`src/rtl/imem_ctrl_pkg.sv`:
```
// Shared types and defaults for the instruction-RAM boot loader.
package imem_ctrl_pkg;

    typedef enum logic [2:0] {
        ST_HDR   = 3'd0,
        ST_LOAD  = 3'd1,
        ST_WRITE = 3'd2,
        ST_DONE  = 3'd3,
        ST_ERR   = 3'd4
    } state_e;

    localparam logic [31:0] NOP_INSTR_DEFAULT       = 32'h0000_0013;
    localparam logic [31:0] INSTR_SEG_BEGIN_DEFAULT = 32'h0000_2000;
    localparam int          IMEM_WORDS_DEFAULT      = 2048;

endpackage

```
`src/rtl/byte_word_packer.sv`:
```
// Packs an LSB-first byte stream into 32-bit little-endian words.
module byte_word_packer (
    input  logic        clk,
    input  logic        rst_n,
    input  logic        accept_i,
    input  logic [7:0]  byte_i,
    input  logic        clear_i,
    output logic [31:0] word_o,
    output logic        word_done_o
);

    logic [1:0]  byte_cnt_q, byte_cnt_d;
    logic [31:0] shreg_q, shreg_d;
    logic [31:0] shifted;

    // Newest byte enters at the top so the first byte ends up in [7:0].
    assign shifted = {byte_i, shreg_q[31:8]};

    always_comb begin
        byte_cnt_d = byte_cnt_q;
        shreg_d    = shreg_q;
        if (clear_i) begin
            byte_cnt_d = 2'd0;
            shreg_d    = 32'd0;
        end else if (accept_i) begin
            byte_cnt_d = byte_cnt_q + 2'd1;
            shreg_d    = shifted;
        end
    end

    always_ff @(posedge clk or negedge rst_n) begin
        if (!rst_n) begin
            byte_cnt_q <= 2'd0;
            shreg_q    <= 32'd0;
        end else begin
            byte_cnt_q <= byte_cnt_d;
            shreg_q    <= shreg_d;
        end
    end

    // The completed word is visible in the same cycle as its last byte.
    assign word_done_o = accept_i & ~clear_i & (byte_cnt_q == 2'd3);
    assign word_o      = accept_i ? shifted : shreg_q;

endmodule

```
`src/rtl/imem_boot_loader.sv`:
```
// Loads a length-prefixed byte image into instruction RAM, then releases the core.
module imem_boot_loader
    import imem_ctrl_pkg::*;
#(
    parameter logic [31:0] INSTR_SEG_BEGIN = INSTR_SEG_BEGIN_DEFAULT,
    parameter int          IMEM_WORDS      = IMEM_WORDS_DEFAULT,
    parameter logic [31:0] NOP_INSTR       = NOP_INSTR_DEFAULT
) (
    input  logic        clk,
    input  logic        rst_n,
    input  logic        ld_valid_i,
    input  logic [7:0]  ld_byte_i,
    output logic        ld_ready_o,
    input  logic        reload_i,
    input  logic [31:0] fetch_pc_i,
    output logic [31:0] fetch_instr_o,
    output logic        core_run_o,
    output logic        load_err_o,
    output logic [31:0] addr_imem_ram_o,
    output logic [31:0] wr_instr_imem_ram_o,
    output logic        wr_en_imem_ram_o,
    input  logic [31:0] read_instr_imem_ram_i
);

    localparam int IDX_W = $clog2(IMEM_WORDS) + 1;

    state_e             state_q, state_d;
    logic [31:0]        len_q, len_d;
    logic [IDX_W-1:0]   word_idx_q, word_idx_d;
    logic               core_run_q, core_run_d;
    logic               load_err_q, load_err_d;

    logic               accept;
    logic [31:0]        word;
    logic               word_done;
    logic [31:0]        seg_addr;

    assign ld_ready_o = rst_n & ~reload_i & ((state_q == ST_HDR) | (state_q == ST_LOAD));
    assign accept     = ld_valid_i & ld_ready_o;

    byte_word_packer u_packer (
        .clk         (clk),
        .rst_n       (rst_n),
        .accept_i    (accept),
        .byte_i      (ld_byte_i),
        .clear_i     (reload_i),
        .word_o      (word),
        .word_done_o (word_done)
    );

    always_comb begin
        state_d    = state_q;
        len_d      = len_q;
        word_idx_d = word_idx_q;
        load_err_d = load_err_q;
        case (state_q)
            ST_HDR: begin
                if (word_done) begin
                    len_d = word;
                    if (word == 32'd0)
                        state_d = ST_DONE;
                    else if (word > 32'(IMEM_WORDS))
                        state_d = ST_ERR;
                    else
                        state_d = ST_LOAD;
                end
            end
            ST_LOAD: begin
                if (word_done)
                    state_d = ST_WRITE;
            end
            ST_WRITE: begin
                word_idx_d = word_idx_q + 1'b1;
                if (32'(word_idx_q) + 32'd1 == len_q)
                    state_d = ST_DONE;
                else
                    state_d = ST_LOAD;
            end
            ST_DONE: state_d = ST_DONE;
            ST_ERR:  state_d = ST_ERR;
            default: state_d = ST_HDR;
        endcase
        if (state_d == ST_ERR)
            load_err_d = 1'b1;
        // Reload overrides everything; a coinciding write still reaches the RAM port.
        if (reload_i) begin
            state_d    = ST_HDR;
            len_d      = 32'd0;
            word_idx_d = '0;
            load_err_d = 1'b0;
        end
        core_run_d = (state_d == ST_DONE);
    end

    always_ff @(posedge clk or negedge rst_n) begin
        if (!rst_n) begin
            state_q    <= ST_HDR;
            len_q      <= 32'd0;
            word_idx_q <= '0;
            core_run_q <= 1'b0;
            load_err_q <= 1'b0;
        end else begin
            state_q    <= state_d;
            len_q      <= len_d;
            word_idx_q <= word_idx_d;
            core_run_q <= core_run_d;
            load_err_q <= load_err_d;
        end
    end

    assign seg_addr = INSTR_SEG_BEGIN + (32'(word_idx_q) << 2);

    always_comb begin
        addr_imem_ram_o     = 32'd0;
        wr_instr_imem_ram_o = 32'd0;
        wr_en_imem_ram_o    = 1'b0;
        fetch_instr_o       = 32'd0;
        if (rst_n) begin
            if (state_q == ST_DONE) begin
                addr_imem_ram_o = fetch_pc_i;
                fetch_instr_o   = read_instr_imem_ram_i;
            end else begin
                addr_imem_ram_o = seg_addr;
                fetch_instr_o   = NOP_INSTR;
            end
            if (state_q == ST_WRITE) begin
                wr_en_imem_ram_o    = 1'b1;
                wr_instr_imem_ram_o = word;
            end
        end
    end

    assign core_run_o = core_run_q;
    assign load_err_o = load_err_q;

endmodule

```
`config.mk`:
```
export PLATFORM = sky130hd
export DESIGN_NAME = imem_boot_loader
export DESIGN_NICKNAME = d
export VERILOG_FILES = /design/src/rtl/imem_ctrl_pkg.sv /design/src/rtl/byte_word_packer.sv /design/src/rtl/imem_boot_loader.sv
export SDC_FILE = /design/constraint.sdc
export NUM_CORES = 1
export LEC_CHECK = 0
export CORE_MARGIN = 4
export CORE_UTILIZATION = 50
export CTS_CLUSTER_SIZE = 25
export DETAILED_ROUTE_END_ITERATION = 8
export PLACE_DENSITY = 0.9
export SLEW_MARGIN = 15
export SYNTH_ARGS = -nofsm -noshare
export SYNTH_HDL_FRONTEND = slang
export SYNTH_HIERARCHICAL = 1
export SYNTH_SLANG_ARGS = --single-unit
```
`constraint.sdc`:
```
create_clock -name clk -period 4.65 [get_ports clk]
set_input_delay 0.93 -clock clk [delete_from_list [all_inputs] [get_ports clk]]
set_output_delay 0.93 -clock clk [all_outputs]
set_load 0.05 [all_outputs]
```
==> flow_summary.ini, run 1 <==
[detailed_routing]
viasPerCell = 5.74
ant_nets = 0
firstDrtPassIters = 4
drc = 0
num_vias = 4820
drtIter0Drc = 542
routedWlPerCell_um = 19.5
routed_wl_um = 16400

[min_path]
worstHoldPathCells = 1
min_path_type = flip-flop to flip-flop
whs_endpoint = load_err_o$_DFFE_PN0P_
hp-start = load_err_o$_DFFE_PN0P_

[cts]
clock_sinks = 83
ctsHoldBuffers = 0
tritoncts = built
insertion_delay_ps = 360
clk_pin_slew_ps = 80
cts_made_buffers = 9
cts-root-buf = clkbuf_8
clock_path_buffers = 2
cts_max_level = 3
cts_resized = 0
post_cts_buffers = 0

[layout]
utilization_pct = 74.5
final_common_cell = clkdlybuf4s50_1
fillCellCount = 699
drive_above_1_share_pct = 14.4
final_cell_mix = clkdlybuf4s50_1 (141), nand2_1 (98), dfrtp_1 (83)
finalNetCount = 780
diodes = 0
seq_area_um2 = 2080
syn2layout_area_growth_pct = 44.8
final_area_um2 = 7320
multi_input_area_um2 = 2730

[timing]
min_period_ps = 3750
max_freq_ghz = 0.267
setup_viol = 0
hold_viol_final = 0
rsz0062_at_grt = no
worst_pin_slew_ps = 833
slew_viol_final = 0
slew_headroom_pct = 44.4
fin_crit_sh_pct = 80.6
hold_slack_ps = 519
fin_ws_ps = 903
finalSetupTns_ps = 0
fin_worst_skew_ps = 14.4

[power_and_ir_drop]
swShare_pct = 22.9
internal-power_mw = 1.11
comb_power_share_pct = 10.5
power_frac_seq_pct = 50.7
leakage_nw = 3.26
p_switching_uw = 329
power_density_nw_per_um2 = 196
p_clk_share_pct = 38.8
ir_worst_vdd_mv = 0.148

[floorplan]
die_height_um = 109
die_w_um = 109
start_util_pct = 51.5
fp-row-count = 36
io_pins = 176
core_um2 = 9820
die-area_um2 = 11800

[yosys]
synth_edf_count = 0
synth_cells = 561
synth-async-reset-ratio_pct = 100
synthesis.area_um2 = 5050
avgSynthCellArea_um2 = 9.01
synth_seq_cells = 83
ys.flop_type = dfrtp_1
yosys_warnings = 6
synthDistinctLibCells = 48
seq_area_frac_synth_pct = 41.1
synth_nets = 639

[run_status]
status = completed

[placed_design]
port_buffers = 175
pre_cts_ws_ps = 938
placed_cell_area_um2 = 7110
finalWeightedCongestion = 0.908
hpwl_um = 11900

[grt]
track_usage_pct = 27.5
busiest_layer = met2
met3_usage_pct = 7.46
antenna_found_initial = 0
gr-usage-met1_pct = 34.2
overflow = 0
grt_pass1_vias = 4775
grt_max_degree = 181
use_met2_pct = 47.0
grt_pass1_wl_um = 25300

[worst_setup_path]
reg2reg_depth = 10
critPathCaptureType = primary output
r2r_setup_slack_ps = 1300
r2r-end = load_err_o$_DFFE_PN0P_
cp.required_ps = 3720
arrival_ps = 2820
startpoint_type = primary input
r2r_start = state_q[1]$_DFF_PN0_
crit_type = primary input to primary output
cp_max_fo = 180

[flow_run]
max-cap-violations = 0
==> power by group through the flow <==
stage               sequential, mW  clock [mW]  combinational, mW
finish                       0.727       0.557              0.151
global route                 0.728       0.591              0.161
CTS                          0.727       0.559              0.151
detailed placement           0.741           0              0.150
global placement             0.741           0              0.145
floorplan                    0.740           0             0.0576
==> how the worst max path moves through the flow <==
stage | start | end | slack [ps]
after floorplan | reload_i | wr_instr_imem_ram_o[11] | 650
after global placement | rst_n | wr_en_imem_ram_o | 970
after detailed placement | reload_i | load_err_o$_DFFE_PN0P_ | 940
after CTS | rst_n | addr_imem_ram_o[2] | 960
after global routing | state_q[1]$_DFF_PN0_ | addr_imem_ram_o[3] | 740
final | rst_n | addr_imem_ram_o[10] | 900
==> critical path, stage by stage <==
cell	delay [ps]
buf_4	120
buf_12	470
a21boi_0	290
clkdlybuf4s50_1	850
==> cells in the mapped netlist, types with 3 or more instances <==
cell type,number,area share [%]
nand2_1,98,7.3
dfrtp_1,83,41
and3_1,77,9.5
a21oi_1,41,4.1
clkbuf_1,35,2.6
nor2b_1,34,4.2
mux2_4,27,8.0
nor2_1,21,1.6
xnor2_1,14,2.4
nor4_1,13,1.6
a21boi_0,12,1.8
xor2_1,9,1.6
buf_2,8,0.79
buf_6,6,1.3
mux2_2,6,1.3
nand4_1,6,0.74
nor3_1,6,0.59
o21ai_0,6,0.59
nand3_1,5,0.50
or3_1,5,0.62
and3_2,4,0.59
inv_1,4,0.30
o21a_1,4,0.59
and2_1,3,0.37
nand3b_1,3,0.45
nor4b_1,3,0.52
==> through the flow <==
stage          cells  power [mW]
2_1_floorplan    561       0.798
3_3_place_gp     824       0.886
3_5_place_dp     824       0.891
4_1_cts          840        1.44
5_1_grt          840        1.48
6_report         840        1.44
==> state kept, by name, indices dropped and copies added (netlist names) <==
register             flops
core_run_o               1
load_err_o               1
u_packer/shreg_q        32
word_idx_q              12
state_q                  3
len_q                   32
u_packer/byte_cnt_q      2
==> final cells by class <==
type,instances,share of cell area [%]
clock buffer,11,1.80
clock inverter,5,1.06
inverter,4,0.205
multi-input combinational,423,37.3
sequential,83,28.4
tap,133,2.27
timing repair buffer,181,29.0
==> cells by family after synthesis <==
group	after synthesis	share of synthesized area, %
fa+ha+maj	2	0.495
xor+xnor	23	3.99
buf+inv	55	5.22
mux	34	9.56
compound gates	74	8.96
flops	83	41.1
simple gates	290	30.7
==> per-layer routing <==
metal  part of all wire [%]  routed length [um]
met1                     38                6280
met2                     51                8430
met3                    7.9                1300
met4                    2.2                 359
met5                      0                   0
(Power assumes the default switching activity.)
==> run 2, diff against run 1 <==
- CORE_UTILIZATION: 50 -> 42
- PLACE_DENSITY: 0.9 -> 0.81
- clock period: 4.65 -> 3.06 ns (I/O delays scaled with it)
==> run 2 against run 1 <==
Against the previous run: global-route usage fell by 4.0 points; first-iteration DRC count fell by 29%; clock power up 94%; final area up 10%; critical path depth grew 3; register-to-register slack worse by 1100 ps; sequential share of layout area shrank 2.7 points; sequential power is 53% higher; wire length is 1.6% higher; non-clock buffer count up 34; cell count is 5.2% higher; critical endpoint is now wr_instr_imem_ram_o[2]; highest routed layer unchanged.
==> flow_summary.ini, run 2 (same netlist as run 1, synthesis figures left out) <==
[run_status]
status = completed

[detailed_routing]
wl_met2_um = 8550
top_layer = met4
wl_met1_um = 6710
wl_met3_um = 981
viasPerCell = 5.56
drc = 0
num_vias = 4915
ant_nets = 0
routed_wl_um = 16600
firstDrtPassIters = 5
drtIter0Drc = 385
routedWlPerCell_um = 18.8

[grt]
overflow = 0
antenna_found_initial = 0
track_usage_pct = 23.6
grt_pass1_wl_um = 26700
grt_pass1_vias = 4891
grt_max_degree = 109

[power_and_ir_drop]
power_frac_seq_pct = 45.3
leakage_nw = 3.74
p_clk_share_pct = 44.3
ir_worst_vdd_mv = 0.231
finalPower_mw = 2.44
internal-power_mw = 1.89
swShare_pct = 22.4
power_density_nw_per_um2 = 302
comb_power_share_pct = 10.3
p_switching_uw = 547

[timing]
fin_ws_ps = 83.2
min_period_ps = 2980
setup_viol = 0
slew_viol_final = 0
rsz0062_at_grt = no
worst_pin_slew_ps = 823
hold_viol_final = 0
max_freq_ghz = 0.336
fin_crit_sh_pct = 97.3
slew_headroom_pct = 45.1
fin_worst_skew_ps = 6.57

[layout]
seq_area_um2 = 2080
final_common_cell = nand2_1
drive_above_1_share_pct = 27.7
final_cell_mix = nand2_1 (98), dfrtp_1 (83), and3_1 (76), buf_12 (76), clkdlybuf4s50_1 (75)
finalNetCount = 814
multi_input_area_um2 = 2750
final_area_um2 = 8070
reg_top3 = len_q (32), u_packer/shreg_q (32), word_idx_q (12)
diodes = 0
fillCellCount = 848
syn2layout_area_growth_pct = 59.7
utilization_pct = 69.5

[worst_setup_path]
cp.required_ps = 2450
arrival_ps = 2360
critPathCaptureType = primary output
cp_slowest_cell = dfrtp_1
startpoint_type = flip-flop
critical_path.cell_chain = nor4b_4 -> and2_4 -> buf_12 -> mux2_4 -> buf_4 -> and3_1 -> buf_12
cp_max_fo = 19
crit_buf_inv = 3
crit_type = flip-flop to primary output
cpMostUsedCell = buf_12
slowest_delay_ps = 440
path_delay_family = simple AND/OR/NAND/NOR gates

[floorplan]
die_w_um = 118
die-area_um2 = 13900
core_um2 = 11600
io_pins = 176
start_util_pct = 43.5
die_height_um = 118
fp-row-count = 39

[cts]
cts-root-buf = clkbuf_16
clk_pin_slew_ps = 60
ctsHoldBuffers = 0
post_cts_buffers = 0
clock_sinks = 83
cts_resized = 0
insertion_delay_ps = 340
tritoncts = built
clock_path_buffers = 2
cts_made_buffers = 9
cts_max_level = 3

[placed_design]
finalWeightedCongestion = 0.949
hpwl_um = 12300
port_buffers = 175
placed_cell_area_um2 = 7760
pre_cts_ws_ps = -193

[min_path]
min_path_type = flip-flop to flip-flop

[flow_run]
max-cap-violations = 0
-- run 2: path summary, 6_finish.rpt --
| path | startpoint | endpoint | slack, ps | cells past startpoint |
|---|---|---|---|---|
| max | state_q[1]$_DFF_PN0_ | wr_instr_imem_ram_o[2] | 80 | 7 |
| min in group asynchronous | rst_n | len_q[4]$_DFFE_PN0P_ | 550 | 3 |
| min | load_err_o$_DFFE_PN0P_ | load_err_o$_DFFE_PN0P_ | 500 | 1 |
| min reg2reg | load_err_o$_DFFE_PN0P_ | load_err_o$_DFFE_PN0P_ | 500 | 1 |
| max reg2reg | state_q[1]$_DFF_PN0_ | load_err_o$_DFFE_PN0P_ | 180 | 10 |
| max in group asynchronous | rst_n | u_packer/shreg_q[11]$_DFF_PN0_ | 1980 | 3 |
-- run 2: power by group through the flow --
| stage | registers, mW | logic, mW | clock network [mW] |
|---|---|---|---|
| 2_1_floorplan | 1.13 | 0.0901 | 0 |
| 3_3_place_gp | 1.13 | 0.244 | 0 |
| 3_5_place_dp | 1.13 | 0.248 | 0 |
| 4_1_cts | 1.11 | 0.250 | 1.10 |
| 5_1_grt | 1.11 | 0.270 | 1.15 |
| 6_report | 1.11 | 0.252 | 1.08 |
-- run 2: layout make-up --
type | instances | area share, %
repair buffers | 215 | 34.1
multi-input cells | 423 | 34.1
flip-flops and latches | 83 | 25.7
clock buffers | 12 | 3.05
well taps | 143 | 2.22
clock inverters | 4 | 0.620
inverters | 4 | 0.186
-- run 2: metal layers --
layer	vias to the layer above	track usage, %
met2	200	40.4
met5	-	0
li1	2280	-
met1	2401	29.9
met4	0	8.06
met3	34	4.37
-- run 2: metrics by stage --
step | TNS (ps) | hold WS, ps | std cells
after floorplan | -2000 | 316 | 561
after global placement | -165 | 495 | 868
after detailed placement | -494 | 489 | 868
after CTS | 0 | 507 | 884
after global routing | 0 | 532 | 884
final | 0 | 497 | 884
-- run 2: worst register-to-register path, stage by stage (launching register included) --
cell and delay, ps:
dfrtp_1 440, nor4b_4 310, and2_4 250, buf_12 200, mux2_4 330, nor4_1 320
nand3_1 210, a211oi_2 300, nor2_1 70, o21a_1 180, a21o_1 150
==> run 3, diff against run 2 <==
- CORE_MARGIN: 4 -> not set
==> run 3 against run 2 <==
Against the previous run: the flow now finishes with violations (DRC); clock power about the same; largest cell class unchanged; critical path depth increased by 1; core utilization increased by 1.0 points; sequential share of layout area shrank 0.26 points; global-route usage increased by 3.5 points; via count decreased by 0.14%; clock skew rose by 5.1 ps; sequential power about the same; setup slack got worse by 22 ps; maximum frequency is 0.74% lower; sequential cell count is the same.
==> flow_summary.ini, run 3 (same netlist as run 1, synthesis figures left out) <==
[timing]
setup_viol = 0
worst_pin_slew_ps = 828
fin_crit_sh_pct = 98.0
fin_worst_skew_ps = 11.6
max_freq_ghz = 0.333
rsz0062_at_grt = no
slew_viol_final = 0
slew_headroom_pct = 44.8
hold_viol_final = 0
min_period_ps = 3000
hold_slack_ps = 352

[worst_setup_path]
cp_max_fo = 11
arrival_ps = 2390
cp-startpoint = state_q[1]$_DFF_PN0_
critPathCaptureType = primary output
r2r_start = state_q[1]$_DFF_PN0_
startpoint_type = flip-flop
crit_type = flip-flop to primary output
cp.required_ps = 2450

[layout]
final_cell_mix = nand2_1 (98), buf_12 (87), dfrtp_1 (83)
utilization_pct = 70.5
drive_above_1_share_pct = 27.1
syn2layout_area_growth_pct = 61.4
diodes = 0
reg_top3 = len_q (32), u_packer/shreg_q (32), word_idx_q (12)
final_area_um2 = 8160
stdcell_count = 877
final_common_cell = nand2_1
finalNetCount = 807

[power_and_ir_drop]
ir_worst_vdd_mv = 0.286
finalPower_mw = 2.41
power_density_nw_per_um2 = 296
leakage_nw = 3.74

[run_status]
status = finished with violations
violations = DRC

[grt]
track_usage_pct = 27.0
antenna_found_initial = 0
grt_max_degree = 181
overflow = 0
grt_pass1_wl_um = 26300
grt_pass1_vias = 4895

[floorplan]
die_height_um = 112
start_util_pct = 43.7
die-area_um2 = 12500
io_pins = 176
fp-row-count = 39
die_w_um = 112
core_um2 = 11600

[flow_run]
max-cap-violations = 0

[detailed_routing]
num_vias = 4908
routed_wl_um = 16900
drc = 1
firstDrtPassIters = 7
ant_nets = 0
viasPerCell = 5.60
drtIter0Drc = 402
routedWlPerCell_um = 19.2

[cts]
clock_path_buffers = 2
cts-root-buf = clkbuf_16
clk_pin_slew_ps = 60
ctsHoldBuffers = 0
cts_resized = 0
tritoncts = built
clock_sinks = 83
post_cts_buffers = 0
insertion_delay_ps = 340
cts_made_buffers = 9
cts_max_level = 3

[placed_design]
dp.cells = 860
port_buffers = 175
finalWeightedCongestion = 0.953
placed_cell_area_um2 = 7840
hpwl_um = 11800

[min_path]
min_path_type = primary input to asynchronous set/reset pin
-- run 3: metrics by stage --
step                TNS [ps]  setup slack [ps]
floorplan              -2000              -125
global placement       -69.5             -47.0
detailed placement      -182             -68.9
CTS                        0              18.1
global route               0              7.33
finish                     0              60.9
-- run 3: worst max-delay path: stages, from the launching register on --
cell and delay (ps):
dfrtp_1 430, nor4b_4 310, and2_4 220, buf_12 150
buf_12 130, mux2_4 310, buf_4 150, and3_2 200
buf_12 150
-- run 3: per-layer routing --
layer / global-route usage (%) / vias to the layer above / routed length (um)
li1: - / 2265 / -
met1: 35.3 / 2395 / 6930
met2: 45.3 / 221 / 8640
met3: 5.55 / 27 / 1020
met4: 8.02 / 0 / 287
met5: 0 / - / 0
-- run 3: report_power, final --
part	total [mW]	internal, mW	switching (mW)
Combinational	0.254	0.140	0.115
Clock	1.05	0.596	0.455
Sequential	1.11	1.10	0.00376
-- run 3: worst paths after layout --
check	depth (start not counted)	endpoint	slack, ps
max in group asynchronous	2	u_packer/shreg_q[3]$_DFF_PN0_	2100
hold reg to reg	1	load_err_o$_DFFE_PN0P_	500
hold / removal	2	u_packer/byte_cnt_q[1]$_DFFE_PN0P_	350
min in group clk	1	load_err_o$_DFFE_PN0P_	500
setup / recovery	8	wr_instr_imem_ram_o[0]	60
setup reg to reg	10	core_run_o$_DFF_PN0_	160
-- run 3: layout make-up --
type,instances,area [um^2]
Clock inverter,5,35.0
Fill cell,760,3410
Sequential cell,83,2080
Multi-Input combinational cell,423,2750
Clock buffer,11,253
Tap cell,143,179
Inverter,4,15.0
Timing Repair Buffer,208,2850
